File: src/rtl/counter_sequencer.sv
// Command-driven sequencer for an up/down step counter: loads, runs and re-arms the counter
// for one-shot, auto-reload and ping-pong runs, reporting done, hit count and error status.
module counter_sequencer #(
    parameter int CNT_WIDTH    = 8,
    parameter int CNT_MAX      = 20,
    parameter int CNT_MIN      = 2,
    parameter int STALL_CYCLES = 64
) (
    input  logic                 clk,
    input  logic                 rst,
    input  logic                 cmd_valid,
    output logic                 cmd_ready,
    input  logic [3:0]           cmd_start,
    input  logic [3:0]           cmd_step,
    input  logic                 cmd_dir,
    input  logic [1:0]           cmd_mode,
    input  logic [7:0]           cmd_reps,
    input  logic                 abort,
    output logic                 cnt_en,
    output logic                 cnt_set,
    output logic [3:0]           cnt_din,
    output logic [3:0]           cnt_step,
    output logic                 cnt_up_down,
    input  logic [CNT_WIDTH-1:0] cnt_count,
    input  logic                 cnt_finish,
    output logic                 busy,
    output logic                 done,
    output logic [1:0]           err,
    output logic [7:0]           hits,
    output logic                 finish_seen
);

    typedef enum logic [1:0] {IDLE, LOAD, RUN, DONE} state_t;
    typedef enum logic [1:0] {ERR_OK = 2'b00, ERR_STALL = 2'b01, ERR_ABORT = 2'b10} err_t;

    typedef struct packed {
        logic ready;
        logic busy;
        logic en;
        logic set;
        logic done;
    } moore_t;

    localparam logic [1:0]           MODE_RELOAD = 2'b01;
    localparam logic [1:0]           MODE_PINGPONG = 2'b10;
    localparam int                   STALL_W = $clog2(STALL_CYCLES + 1);
    localparam logic [STALL_W-1:0]   STALL_LIMIT = STALL_W'(STALL_CYCLES);
    localparam logic [CNT_WIDTH-1:0] MAX_V = CNT_WIDTH'(CNT_MAX);
    localparam logic [CNT_WIDTH-1:0] MIN_V = CNT_WIDTH'(CNT_MIN);

    state_t               state;
    moore_t               outs;
    err_t                 err_q;
    logic [3:0]           start_q;
    logic [3:0]           step_q;
    logic                 dir_q;
    logic [1:0]           mode_q;
    logic [7:0]           reps_q;
    logic [7:0]           hits_q;
    logic                 finish_q;
    logic [STALL_W-1:0]   stall_cnt;
    logic [CNT_WIDTH-1:0] prev_count;
    logic                 run_first;

    logic                 hit;
    logic [7:0]           reps_eff;
    logic [7:0]           hits_inc;
    logic [STALL_W-1:0]   stall_next;

    // Outputs are the registered Moore decode of the state being entered.
    function automatic moore_t decode(input state_t s);
        moore_t m;
        m = '0;
        case (s)
            IDLE: m.ready = 1'b1;
            LOAD: begin m.busy = 1'b1; m.en = 1'b1; m.set = 1'b1; end
            RUN:  begin m.busy = 1'b1; m.en = 1'b1; end
            DONE: begin m.busy = 1'b1; m.done = 1'b1; end
            default: m = '0;
        endcase
        return m;
    endfunction

    // Limit detection uses the live count, never cnt_finish, which goes stale after a flip.
    assign hit        = dir_q ? (cnt_count >= MAX_V) : (cnt_count <= MIN_V);
    assign reps_eff   = (reps_q == 8'd0) ? 8'd1 : reps_q;
    assign hits_inc   = (hits_q == 8'hFF) ? hits_q : hits_q + 8'd1;
    assign stall_next = stall_cnt + STALL_W'(1);

    always_ff @(posedge clk) begin
        if (rst) begin
            state      <= IDLE;
            outs       <= '0;
            err_q      <= ERR_OK;
            start_q    <= '0;
            step_q     <= '0;
            dir_q      <= 1'b0;
            mode_q     <= '0;
            reps_q     <= '0;
            hits_q     <= '0;
            finish_q   <= 1'b0;
            stall_cnt  <= '0;
            prev_count <= '0;
            run_first  <= 1'b0;
        end else begin
            // NOTE: later non-blocking assignments in this block override these defaults.
            outs <= decode(state);
            case (state)
                IDLE: begin
                    if (cmd_valid && outs.ready) begin
                        start_q  <= cmd_start;
                        step_q   <= cmd_step;
                        dir_q    <= cmd_dir;
                        mode_q   <= cmd_mode;
                        reps_q   <= cmd_reps;
                        hits_q   <= '0;
                        err_q    <= ERR_OK;
                        finish_q <= 1'b0;
                        state    <= LOAD;
                        outs     <= decode(LOAD);
                    end
                end
                LOAD: begin
                    stall_cnt <= '0;
                    run_first <= 1'b1;
                    if (abort) begin
                        err_q <= ERR_ABORT;
                        state <= DONE;
                        outs  <= decode(DONE);
                    end else begin
                        state <= RUN;
                        outs  <= decode(RUN);
                    end
                end
                RUN: begin
                    run_first  <= 1'b0;
                    prev_count <= cnt_count;
                    if (cnt_finish) finish_q <= 1'b1;
                    if (abort) begin
                        err_q <= ERR_ABORT;
                        state <= DONE;
                        outs  <= decode(DONE);
                    end else if (hit) begin
                        stall_cnt <= '0;
                        hits_q    <= hits_inc;
                        if ((mode_q == MODE_RELOAD || mode_q == MODE_PINGPONG) && hits_inc < reps_eff) begin
                            if (mode_q == MODE_RELOAD) begin
                                state <= LOAD;
                                outs  <= decode(LOAD);
                            end else begin
                                dir_q <= ~dir_q;
                            end
                        end else begin
                            state <= DONE;
                            outs  <= decode(DONE);
                        end
                    end else if (!run_first && cnt_count == prev_count) begin
                        if (stall_next == STALL_LIMIT) begin
                            err_q <= ERR_STALL;
                            state <= DONE;
                            outs  <= decode(DONE);
                        end else begin
                            stall_cnt <= stall_next;
                        end
                    end else begin
                        stall_cnt <= '0;
                    end
                end
                DONE: begin
                    state <= IDLE;
                    outs  <= decode(IDLE);
                end
                default: begin
                    state <= IDLE;
                    outs  <= decode(IDLE);
                end
            endcase
        end
    end

    assign cmd_ready   = outs.ready;
    assign busy        = outs.busy;
    assign cnt_en      = outs.en;
    assign cnt_set     = outs.set;
    assign done        = outs.done;
    assign cnt_din     = start_q;
    assign cnt_step    = step_q;
    assign cnt_up_down = dir_q;
    assign err         = err_q;
    assign hits        = hits_q;
    assign finish_seen = finish_q;

endmodule

File: config.mk
export PLATFORM = sky130hd
export DESIGN_NAME = counter_sequencer
export DESIGN_NICKNAME = d
export VERILOG_FILES = /design/src/rtl/counter_sequencer.sv
export SDC_FILE = /design/constraint.sdc
export NUM_CORES = 1
export LEC_CHECK = 0
export CORE_UTILIZATION = 47
export CTS_CLUSTER_DIAMETER = 200
export DETAILED_ROUTE_END_ITERATION = 8
export PLACE_DENSITY = 0.77
export SYNTH_ARGS = -nofsm -noshare
export SYNTH_HDL_FRONTEND = slang
export SYNTH_SLANG_ARGS = --single-unit
File: constraint.sdc
create_clock -name clk -period 3.29 [get_ports clk]
set_input_delay 0.658 -clock clk [delete_from_list [all_inputs] [get_ports clk]]
set_output_delay 0.658 -clock clk [all_outputs]
set_load 0.05 [all_outputs]
== Yosys cells after proc, flatten, opt, wreduce, memory -nomap -nowiden ==
Index checks and enable logic that the tools add are counted.
Storage, ports and cells
  flip-flop bits (word level): 53
  input bits: 32
  output and inout port bits: 25
  word-level logic and storage cells: 111
Cells by class
  add/subtract/negate cells: 2
  $lt $le $gt $ge: 3
  equality and inequality tests: 22
  multiplexer cells: 49
  bitwise logic cells: 1
  reductions and logical operators: 17
Operator list (count)
  $mux W8: 5
  $mux W5: 7
  $mux W7: 4
  $mux W2: 13
  $pmux W5 S4: 1
  $pmux W8 S2: 1
  $ne A2 B2 Y1 const B: 7
  $pmux W7 S2: 1
  $ne A4 B4 Y1 const B: 3
  $reduce_and A6 Y1: 2
  $mux W1: 11
  $ne A3 B3 Y1 const B: 3
  $add A8 B1 Y8 const B: 1
  $eq A8 B8 Y1: 1
  $eq A8 B8 Y1 const B: 1
  $ge A8 B5 Y1 const B: 1
  $le A8 B2 Y1 const B: 1
  $logic_not A8 Y1: 1
  $lt A8 B8 Y1: 1
  $pmux W2 S4: 1
  $reduce_and A4 Y1: 2
  $add A7 B1 Y7 const B: 1
  $eq A7 B7 Y1 const B: 1
  $eq A2 B2 Y1 const B: 3
  other kinds (14): 21

== Longest topological paths before layout ==
  word-level depth: 8
  gate-level depth with buffers: 12
  mapped depth without buffers: 11

== Least setup slack after synthesis ==
OpenSTA, ideal clock, no wires.
  kind: flip-flop to flip-flop
  from: reg hits_q[0] (netlist: hits[0])
  to: reg state[1]
  library setup time: 122 ps
  arrival time: 3336 ps
  data required time: 3168 ps
  slack: -168 ps
  cell stages (with the launch flop): 12
  buffers on the path: 0
  clock period less this slack: 3458 ps
  path through: dfxtp_1 > and3_1 > nand3_1 > nor2_1 > mux2_2 > ha_1 > a211oi_1 > nand2_1 > nor4_1 > a21oi_2 > o311a_2 > a221o_1
On the way
  longest elaborated chain between the ends: 8
  elaborated cells on any way between the ends: 11
  classes of those cells: add/sub (1); order compare (1); eq/ne (2); mux (5); reduce/logical (2)
Ends and longest elaborated chain
  start, declared: RTL line 59  | logic [7:0] hits_q;
  start signal, assigned: RTL line 145  | hits_q <= hits_inc;
  $add A8 B1 Y8 or $eq A8 B8 Y1 (tied branches): RTL line 87  | assign hits_inc = (hits_q == 8'hFF) ? hits_q : hits_q + 8'd1;
  $mux W8 *: RTL line 87
  $lt A8 B8 Y1 *: RTL line 146  | if ((mode_q == MODE_RELOAD || mode_q == MODE_PINGPONG) && hits_inc < reps_eff) begin
  $logic_and A1 B1 Y1 *: RTL line 146
  $mux W2: RTL line 146
  $mux W2: RTL line 143  | end else if (hit) begin
  $mux W2: RTL line 139  | if (abort) begin
  $pmux W2 S4: RTL line 108  | case (state)
  end signal, assigned: RTL line 141  | state <= DONE;
  end signal, assigned: RTL line 148  | state <= LOAD;
  end signal, assigned: RTL line 154  | state <= DONE;
  end, declared: RTL line 51  | state_t state;
Mark *: on every way between the ends. The rest lies on a longest branch, timed or not.
A chain may end at the register's enable or synchronous reset.

== Worst setup path in the final report ==
  from: reg hits_q[2] (netlist: hits[2])
  to: reg state[1]
The elaborated chain is that of the path after synthesis.

==> impl_metrics.tcl <==
set metrics [dict create \
    status "finished clean" \
    gr-total-overflow 0 \
    synth-seq-cells 53 \
    finalSetupViolCount 0 \
    firstDrtPassIters 4 \
    netSwitchingPower_uw 801.9 \
    ys_seq_area_frac 0.3661 \
    cts_resized 0 \
    min_period_ps 3167 \
    peakVddDrop_mv 0.3217 \
    pin_count 57 \
    drt_wl_total_um 6785 \
    clkTransAtPathRegs_ps 100 \
    cp_num_buf_inv 0 \
    worst-path-max-fanout 8 \
    tightestPinTransition_ps 755.7 \
    cts_hold_buf 0 \
    postSynthAreaPerCell_um2 8.303 \
    grt_pass1_vias 2485 \
    post-route-drc-count 0 \
    critical_path_class "reg2reg" \
    fin_nets 452 \
    critPathLaunchType "register" \
    synth_warnings 0 \
    multi_input_area_um2 1730 \
    yosys.area_share.simple 0.2409 \
    port_buffers 56 \
    finalWeightedCongestion 0.8156 \
    post-synth-top-count-cell "nand2_1" \
    clock-sinks 53 \
    postLayoutCoreUtil 0.6215 \
    cts_tree "yes" \
    synthDistinctLibCells 61 \
    hold_viol_final 0 \
    crit_chain "and3_1 -> nand3_1 -> nor2_1 -> mux2_2 -> ha_1 -> a211oi_2 -> nand2_1 -> nor4_4 -> a21oi_2 -> o311a_2 -> a221o_1" \
    rows 28 \
    swShare 0.3876 \
    post_cts_buffers 0 \
    antenna_left 0 \
    cpMaxStageDelayCell "dfxtp_2" \
    synthFlopType "dfxtp_1" \
    vias 2672 \
    synth_fa_ha_area_frac 0.06477 \
    power.internal_mw 1.267 \
    power.total_mw 2.069 \
    placedInstanceArea_um2 3542 \
    synth_nets 396 \
    antenna_found_initial 0 \
    max_stage_delay_ps 410 \
    synth_top_cell_by_area "dfxtp_1" \
    power_frac_comb 0.402 \
    clock_path_buffers 2 \
    dr.first_iter.drc_count 132 \
    clk_latency_ps 310 \
    finalMaxSlewViolations 0 \
    muxShareOfSynthArea 0.04577 \
    relSlewSlack 0.4917 \
    synthXorXnorAreaFrac 0.03886 \
    dieArea_um2 6483 \
    grt_pass1_wl_um 11100 \
    synthCells 349 \
    cp.required_ps 3500 \
    finalHoldWorstSlack_ps 458.2 \
    synth_edf_count 0 \
    synth_top_family_by_area "simple AND/OR/NAND/NOR gates" \
    end_kind "register" \
    regArea_um2 1067 \
    place_hpwl_um 4911 \
    powerDensity_nw_per_um2 562.2 \
    cts_buffers 5 \
    cap_violations 0 \
    synth-compound-area-share 0.1999 \
    cp.arrival_ps 3380 \
    p_leak_nw 1.310 \
    hp-class "reg2reg" \
    grt_max_degree 31 \
    viasPerCell 5.555 \
    share_seq_of_total_power 0.374 \
    synth_top_area_frac 0.3661 \
    dieWidth_um 80.52 \
    area_growth_pct 26.99 \
    ys_top_cells_by_count "nand2_1 (54), dfxtp_1 (53), nor2_1 (37)" \
    final_cell_area_um2 3680 \
    critical_path.top_delay_family "compound AO/OA/AOI/OAI gates" \
    fill_cells 523 \
    start_util 0.4894 \
    postSynth.asyncResetShare 0 \
    n_antenna_cell 0 \
    netlist_area_um2 2898 \
    htree_levels 2 \
    track_usage 0.2154 \
    die-height_um 80.52 \
    p_clk_frac 0.224 \
    finClkSkew_ps 4.089 \
    post-route-period-util 0.9627 \
    avgRoutedWirePerCell_um 14.11 \
    coreArea_um2 5921 \
    drive_above_1_share 0.09606 \
    synthTopCellsByArea "dfxtp_1 (37%), nand2_1 (7.0%), ha_1 (6.5%), a21oi_1 (5.5%), nor2_1 (4.8%)" \
    max_clock_freq_mhz 315.7 \
    root_buffer "clkbuf_8" \
]
-- area by class of cell --
| type | instances | share of cell area |
|---|---|---|
| Multi-Input combinational cell | 266 | 0.4702 |
| Clock inverter | 3 | 0.01258 |
| Sequential cell | 53 | 0.2900 |
| Clock buffer | 5 | 0.01870 |
| Inverter | 16 | 0.01632 |
| Timing Repair Buffer | 63 | 0.1666 |
| Tap cell | 75 | 0.02550 |
-- stage by stage --
step	worst slack, ps	TNS (ps)	std cells
floorplan	53.36	0	349
detailed placement	58.68	0	473
global route	-19.73	-19.73	481
finish	122.9	0	481
global placement	207.0	0	473
CTS	36.68	0	481
-- kinds of logic after synthesis --
| kind of cell | after synthesis |
|---|---|
| muxes | 13 |
| adders and majority gates | 15 |
| and+or+nand+nor | 143 |
| xor gates and xnor gates | 12 |
| buffers and inverters | 30 |
| DFF | 53 |
| AOI/OAI and AO/OA | 83 |
-- placed cells by master, fill, tap and decap left out, types with 5 or more instances in the layout --
| cell type | synthesis | routed |
|---|---|---|
| nor2b_1 | 5 | 5 |
| clkdlybuf4s50_1 | 0 | 56 |
| ha_1 | 15 | 15 |
| nor4_1 | 6 | 5 |
| a21oi_1 | 32 | 32 |
| xnor2_1 | 9 | 9 |
| mux2i_1 | 11 | 11 |
| buf_4 | 1 | 7 |
| nand2_1 | 54 | 54 |
| and3_1 | 5 | 5 |
| nand3_1 | 11 | 11 |
| dfxtp_1 | 53 | 50 |
| clkbuf_8 | 0 | 5 |
| nand4_1 | 5 | 5 |
| inv_1 | 15 | 15 |
| a22oi_1 | 7 | 7 |
| nor2_1 | 37 | 37 |
| o21ai_0 | 9 | 9 |
-- power by group through the flow --
| stage | clock network (mW) | logic, mW | registers, mW |
|---|---|---|---|
| 2_1_floorplan | 0 | 0.447 | 0.920 |
| 3_3_place_gp | 0 | 0.806 | 0.788 |
| 3_5_place_dp | 0 | 0.815 | 0.791 |
| 4_1_cts | 0.470 | 0.818 | 0.777 |
| 5_1_grt | 0.493 | 0.908 | 0.786 |
| 6_report | 0.463 | 0.831 | 0.775 |
-- routing by layer --
layer / part of all wire / up-vias / track usage
li1: - / 1358 / -
met1: 0.44 / 1242 / 0.2604
met2: 0.49 / 62 / 0.3729
met3: 0.056 / 10 / 0.05909
met4: 0.014 / 0 / 0.05536
met5: 0 / - / 0
-- path summary, 6_finish.rpt --
check | from | endpoint | slack [ps] | cells after the start
max | hits[2] | state[1] | 120 | 11
min | cnt_din[0] | cnt_din[0] | 460 | 2
max reg2reg | hits[2] | state[1] | 120 | 11
min reg2reg | cnt_din[0] | cnt_din[0] | 460 | 2
-- sequential cells by signal, indices dropped and copies added, names as in the netlist --
signal	cells
run_first	1
err	2
cnt_up_down	1
cnt_step	4
mode_q	2
state	2
prev_count	8
cnt_en	1
busy	1
cnt_din	4
finish_seen	1
cnt_set	1
reps_q	8
hits	8
cmd_ready	1
done	1
stall_cnt	7
-- worst min-delay path, stage by stage, from the launching register on --
cell and delay, ps:
dfxtp_1 320, nand2_1 50, a21oi_1 50
Note: power is estimated with default switching activity, not from simulation.
